### config.mk
export PLATFORM = sky130hd
export DESIGN_NAME = ddr3_req_sched
export DESIGN_NICKNAME = d
export VERILOG_FILES = /design/src/rtl/ddr3_req_sched.sv
export SDC_FILE = /design/constraint.sdc
export NUM_CORES = 1
export LEC_CHECK = 0
export ABC_CLOCK_PERIOD_IN_PS = 2300
export BUFFER_PORTS_ARGS = -buffer_cell sky130_fd_sc_hd__buf_4
export CORE_UTILIZATION = 35
export DETAILED_ROUTE_END_ITERATION = 10
export GPL_ROUTABILITY_DRIVEN = 0
export GPL_TIMING_DRIVEN = 0
export PLACE_DENSITY = 0.68
export SYNTH_ARGS = -nofsm -noshare
export SYNTH_HDL_FRONTEND = slang
export SYNTH_SLANG_ARGS = --single-unit
### constraint.sdc
create_clock -name clock -period 2.3 [get_ports clock]
set_input_delay 0.46 -clock clock [delete_from_list [all_inputs] [get_ports clock]]
set_output_delay 0.46 -clock clock [all_outputs]
set_load 0.02 [all_outputs]
### src/rtl/ddr3_req_sched.sv
`default_nettype none
// +--------------------------------------------------------------------------+
// | Module   : ddr3_req_sched                                                |
// | Purpose  : Read/write/refresh command scheduler feeding the DDR3 FSM.   |
// | Revision : 1.0 - initial release                                         |
// +--------------------------------------------------------------------------+
module ddr3_req_sched #(
  parameter int ADDR_BITS   = 25,
  parameter int ID_WIDTH    = 4,
  parameter int REFI_CYCLES = 780,
  parameter int MAX_RUN     = 4,
  parameter int REF_URGENT  = 4
) (
  input  logic                 clock,
  input  logic                 reset_n,
  input  logic                 enable_i,
  input  logic                 wr_req_i,
  output logic                 wr_ack_o,
  input  logic [ID_WIDTH-1:0]  wr_tid_i,
  input  logic [ADDR_BITS-1:0] wr_adr_i,
  input  logic                 rd_req_i,
  output logic                 rd_ack_o,
  input  logic [ID_WIDTH-1:0]  rd_tid_i,
  input  logic [ADDR_BITS-1:0] rd_adr_i,
  output logic                 cmd_valid_o,
  input  logic                 cmd_ready_i,
  output logic [1:0]           cmd_op_o,
  output logic [ID_WIDTH-1:0]  cmd_tid_o,
  output logic [ADDR_BITS-1:0] cmd_adr_o,
  output logic [3:0]           ref_pend_o,
  output logic                 ref_err_o
);

  localparam int              c_TMR_W    = (REFI_CYCLES > 1) ? $clog2(REFI_CYCLES) : 1;
  localparam int              c_RUN_W    = $clog2(MAX_RUN + 1);
  localparam logic [c_TMR_W-1:0] c_TMR_LAST = c_TMR_W'(REFI_CYCLES - 1);
  localparam logic [c_RUN_W-1:0] c_MAX_RUN  = c_RUN_W'(MAX_RUN);
  localparam logic [3:0]      c_URGENT   = 4'(REF_URGENT);
  localparam logic [3:0]      c_PEND_MAX = 4'd8;
  localparam logic [1:0]      c_OP_RD    = 2'b00;
  localparam logic [1:0]      c_OP_WR    = 2'b01;
  localparam logic [1:0]      c_OP_REF   = 2'b10;

  typedef enum logic [1:0] {
    S_IDLE  = 2'd0,
    S_ISSUE = 2'd1,
    S_ACK   = 2'd2
  } state_t;

  state_t                r_state;
  state_t                w_state_nxt;
  logic                  r_cmd_valid;
  logic [1:0]            r_op;
  logic [ID_WIDTH-1:0]   r_tid;
  logic [ADDR_BITS-1:0]  r_adr;
  logic                  r_last_wr;
  logic [c_RUN_W-1:0]    r_run;
  logic [c_TMR_W-1:0]    r_timer;
  logic [3:0]            r_ref_pend;
  logic                  r_ref_err;

  logic                  w_grant;
  logic [1:0]            w_grant_op;
  logic                  w_grant_wr;
  logic                  w_hs;
  logic                  w_ref_hs;
  logic                  w_tick;

  assign w_hs       = (r_state == S_ISSUE) && r_cmd_valid && cmd_ready_i;
  assign w_ref_hs   = w_hs && (r_op == c_OP_REF);
  assign w_tick     = enable_i && (r_timer == c_TMR_LAST);
  assign w_grant_wr = (w_grant_op == c_OP_WR);

  // Grant priority: urgent refresh, batched rd/wr, single rd/wr, lazy refresh.
  always_comb begin
    w_grant    = 1'b0;
    w_grant_op = c_OP_RD;
    if (r_ref_pend >= c_URGENT) begin
      w_grant    = 1'b1;
      w_grant_op = c_OP_REF;
    end else if (rd_req_i && wr_req_i) begin
      w_grant = 1'b1;
      if (r_run < c_MAX_RUN) begin
        w_grant_op = r_last_wr ? c_OP_WR : c_OP_RD;
      end else begin
        w_grant_op = r_last_wr ? c_OP_RD : c_OP_WR;
      end
    end else if (rd_req_i) begin
      w_grant    = 1'b1;
      w_grant_op = c_OP_RD;
    end else if (wr_req_i) begin
      w_grant    = 1'b1;
      w_grant_op = c_OP_WR;
    end else if (r_ref_pend != 4'd0) begin
      w_grant    = 1'b1;
      w_grant_op = c_OP_REF;
    end
  end

  always_comb begin
    w_state_nxt = r_state;
    wr_ack_o    = 1'b0;
    rd_ack_o    = 1'b0;
    case (r_state)
      S_IDLE:  if (w_grant) w_state_nxt = S_ISSUE;
      S_ISSUE: if (w_hs) w_state_nxt = S_ACK;
      S_ACK: begin
        w_state_nxt = S_IDLE;
        wr_ack_o    = (r_op == c_OP_WR);
        rd_ack_o    = (r_op == c_OP_RD);
      end
      default: w_state_nxt = S_IDLE;
    endcase
  end

  always_ff @(posedge clock or negedge reset_n) begin
    if (!reset_n) begin
      r_state <= S_IDLE;
    end else begin
      r_state <= w_state_nxt;
    end
  end

  always_ff @(posedge clock or negedge reset_n) begin
    if (!reset_n) begin
      r_cmd_valid <= 1'b0;
      r_op        <= c_OP_RD;
      r_tid       <= '0;
      r_adr       <= '0;
      r_last_wr   <= 1'b0;
      r_run       <= '0;
    end else if ((r_state == S_IDLE) && w_grant) begin
      r_cmd_valid <= 1'b1;
      r_op        <= w_grant_op;
      r_tid       <= (w_grant_op == c_OP_WR) ? wr_tid_i :
                     (w_grant_op == c_OP_RD) ? rd_tid_i : '0;
      r_adr       <= (w_grant_op == c_OP_WR) ? wr_adr_i :
                     (w_grant_op == c_OP_RD) ? rd_adr_i : '0;
      if (w_grant_op != c_OP_REF) begin
        if (w_grant_wr == r_last_wr) begin
          if (r_run != c_MAX_RUN) r_run <= r_run + c_RUN_W'(1);
        end else begin
          r_run     <= c_RUN_W'(1);
          r_last_wr <= w_grant_wr;
        end
      end
    end else if (w_hs) begin
      r_cmd_valid <= 1'b0;
    end
  end

  // A tick and a refresh handshake in the same cycle cancel out.
  always_ff @(posedge clock or negedge reset_n) begin
    if (!reset_n) begin
      r_timer    <= '0;
      r_ref_pend <= 4'd0;
      r_ref_err  <= 1'b0;
    end else if (!enable_i) begin
      r_timer    <= '0;
      r_ref_pend <= 4'd0;
    end else begin
      r_timer <= w_tick ? '0 : r_timer + c_TMR_W'(1);
      case ({w_tick, w_ref_hs})
        2'b10: begin
          if (r_ref_pend == c_PEND_MAX) r_ref_err  <= 1'b1;
          else                          r_ref_pend <= r_ref_pend + 4'd1;
        end
        2'b01: if (r_ref_pend != 4'd0) r_ref_pend <= r_ref_pend - 4'd1;
        default: ;
      endcase
    end
  end

  assign cmd_valid_o = r_cmd_valid;
  assign cmd_op_o    = r_op;
  assign cmd_tid_o   = r_tid;
  assign cmd_adr_o   = r_adr;
  assign ref_pend_o  = r_ref_pend;
  assign ref_err_o   = r_ref_err;

endmodule
`default_nettype wire

==> flow_summary.toml <==
[placement]
portBuffers = 102
placed_area_um2 = 3520
dpl.hpwl_um = 4800
dp_slack_ns = -0.216
dp_cells = 472

[critical_path]
critPathLaunchType = "flip-flop"
slowest_delay_ns = 0.45
crit_family = "simple AND/OR/NAND/NOR gates"
crit_type = "reg2reg"
arrival_ns = 2.35
timing.rr.start = "r_timer[6]"
crit_top_cell = "xor2_1"
setup.worst_path.start = "r_timer[6]"
cp_cell_sequence = "nor4bb_4, nand4_1, and2_4, xor2_1, ha_2, xor2_1, o311ai_1, o31ai_1, mux2_2"
crit_required_ns = 2.51
worst_setup_path_end_kind = "flip-flop"
crit_buf_inv = 0
cp_max_fo = 4
critical-path-slowest-cell = "dfrtp_2"

[synthesis]
netlist_area_um2 = 2640
synthFlopType = "dfrtp_1"
avgSynthCellArea_um2 = 9.72
async_flop_share = 1.00
yosysUniqueCellTypes = 47
synth_edf_count = 0
ys_warn_count = 0
ys_ff_latch = 53
ys_seq_area_frac = 0.503
synth_top_area_cell = "dfrtp_1"
synth_nets = 340
syn-instance-count = 271
yosys-top-cells-area = "dfrtp_1 50%, nand2_1 9.5%, a22oi_1 8.3%"
synth_top_area_share = 0.503

[grt]
grt_overflow_total = 0
grt_usage = 0.169
grt_max_degree = 54
grt_antenna_before_repair = 0
grt_pass1_vias = 2233
grt_pass1_wl_um = 10100

[route]
vias = 2387
drc = 0
postRouteAntennaNets = 0
viasPerCell = 4.93
firstDrtPassIters = 4
post_drt_wl_per_cell_um = 13.7
drt_iter0_drc = 112
wirelength_um = 6640

[layout]
final_common_cell = "buf_4"
area_growth_pct = 40.3
drive_gt1_frac = 0.353
mostFrequentLayoutCells = "107 x buf_4, 67 x nand2_1, 51 x dfrtp_1, 29 x a22oi_1, 17 x nor2_1"
finish.instance_area_um2 = 3700
fin_cells = 484
diodes = 0
final_util = 0.510
fin_nets = 453

[timing]
tightestPinTransition_ns = 0.666
worst_slack_ns = 0.157
setup_violations = 0
slew_headroom = 0.556
hold_viol = 0
slew_viol_final = 0
min_period_ns = 2.14
fmax_mhz = 467
timing.final.crit_share = 0.932
clock_skew_ns = 0.0106
rsz0062_at_grt = "false"

[power]
total_power_mw = 3.93
power.density_nw_per_um2 = 1060
worst_ir_drop_vdd_uv = 544
cellLeakagePower_nw = 1.88

[status]
status = "completed"

[hold_path]
hold_path.class = "in2async"

[floorplanning]
dieHeight_um = 88.8
rows = 31
coreArea_um2 = 7250
pin_count = 103
die_area_um2 = 7880
die_x_um = 88.8
initial_core_util = 0.363

[clock_tree]
clock-sinks = 53
cts.clk_slew.worst_paths_ns = 0.10
cts_tree = "yes"
cts_buffer_depth = 2
htreeDepth = 2
cts_buffers = 5
cts_root_buf = "clkbuf_8"
insertion_delay_ns = 0.31

[job]
cap_violations = 0
stage by stage:
step / setup TNS [ns] / hold WS [ns]
finish: 0 / 0.175
CTS: 0 / 0.200
global route: 0 / 0.227
floorplan: 0 / 0.164
detailed placement: -0.370 / 0.469
global placement: -0.292 / 0.460
synthesized netlist by cell type (all sizes together) (2+ instances only):
cell    number
a21o         3
and3         5
inv          4
nand2       67
nand3        6
clkbuf       4
o21ai        6
xnor2        8
ha           5
xor2         5
nor2        19
buf          8
mux2         2
nand2b       2
o31ai        2
nand3b       2
dfrtp       53
a21oi        3
and2         5
nand4        2
a22oi       29
nor4bb       2
nor2b        3
mux2i        4
nor3         3
state kept, by name, indices dropped and copies added, names as in the netlist:
signal       flops
cmd_op_o         2
r_state          2
r_timer         10
ref_pend_o       4
cmd_valid_o      1
cmd_tid_o        4
ref_err_o        1
r_last_wr        1
cmd_adr_o       25
r_run            3
logic make-up (layout without fill, tap and decap cells):
logic type | after synthesis | after routing | synth area share
AO/OA/AOI/OAI | 54 | 54 | 0.156
XOR/XNOR | 13 | 13 | 0.0432
adder cells (fa/ha/maj) | 5 | 5 | 0.0237
buffers and inverters | 16 | 130 | 0.0299
flip-flops | 53 | 53 | 0.503
multiplexers | 6 | 6 | 0.0237
AND/OR/NAND/NOR | 124 | 124 | 0.220
power breakdown:
part           switching (mW)  internal (mW)  leakage, nW
Combinational            1.05          0.847         1.15
Sequential              0.243           1.25        0.676
Clock                   0.322          0.222       0.0487
metal layers:
metal,GRT usage,part of all wire
met4,0.0557,0.016
met3,0.0326,0.044
met2,0.290,0.50
met1,0.213,0.44
met5,0,0
final timing paths:
| path | endpoint | slack [ns] | cells past startpoint |
|---|---|---|---|
| max in group asynchronous | r_timer[2] | 1.65 | 1 |
| worst max register to register | ref_pend_o[2] | 0.16 | 9 |
| worst min register to register | cmd_adr_o[24] | 0.49 | 2 |
| worst min-delay path | r_timer[9] | 0.18 | 1 |
| worst max-delay path | ref_pend_o[2] | 0.16 | 9 |
| min in group clock | cmd_adr_o[9] | 0.33 | 3 |
repair_timing:
item	CTS	global route
endpoints found under the setup margin	2	2
hold buffers	0	0
setup buffers	2	2
resized for setup	6	5
pin swaps	1	5
endpoints found under the hold margin	0	0
cell type report:
| class | instances | area (um2) |
|---|---|---|
| inverters | 4 | 15.0 |
| well taps | 99 | 124 |
| clock buffers | 5 | 68.8 |
| repair buffers | 106 | 796 |
| multi-input cells | 202 | 1270 |
| fillers | 694 | 3560 |
| clock inverters | 3 | 26.3 |
| flip-flops and latches | 53 | 1330 |
| plain buffers | 12 | 63.8 |
Power figures use the tool's default switching activity.
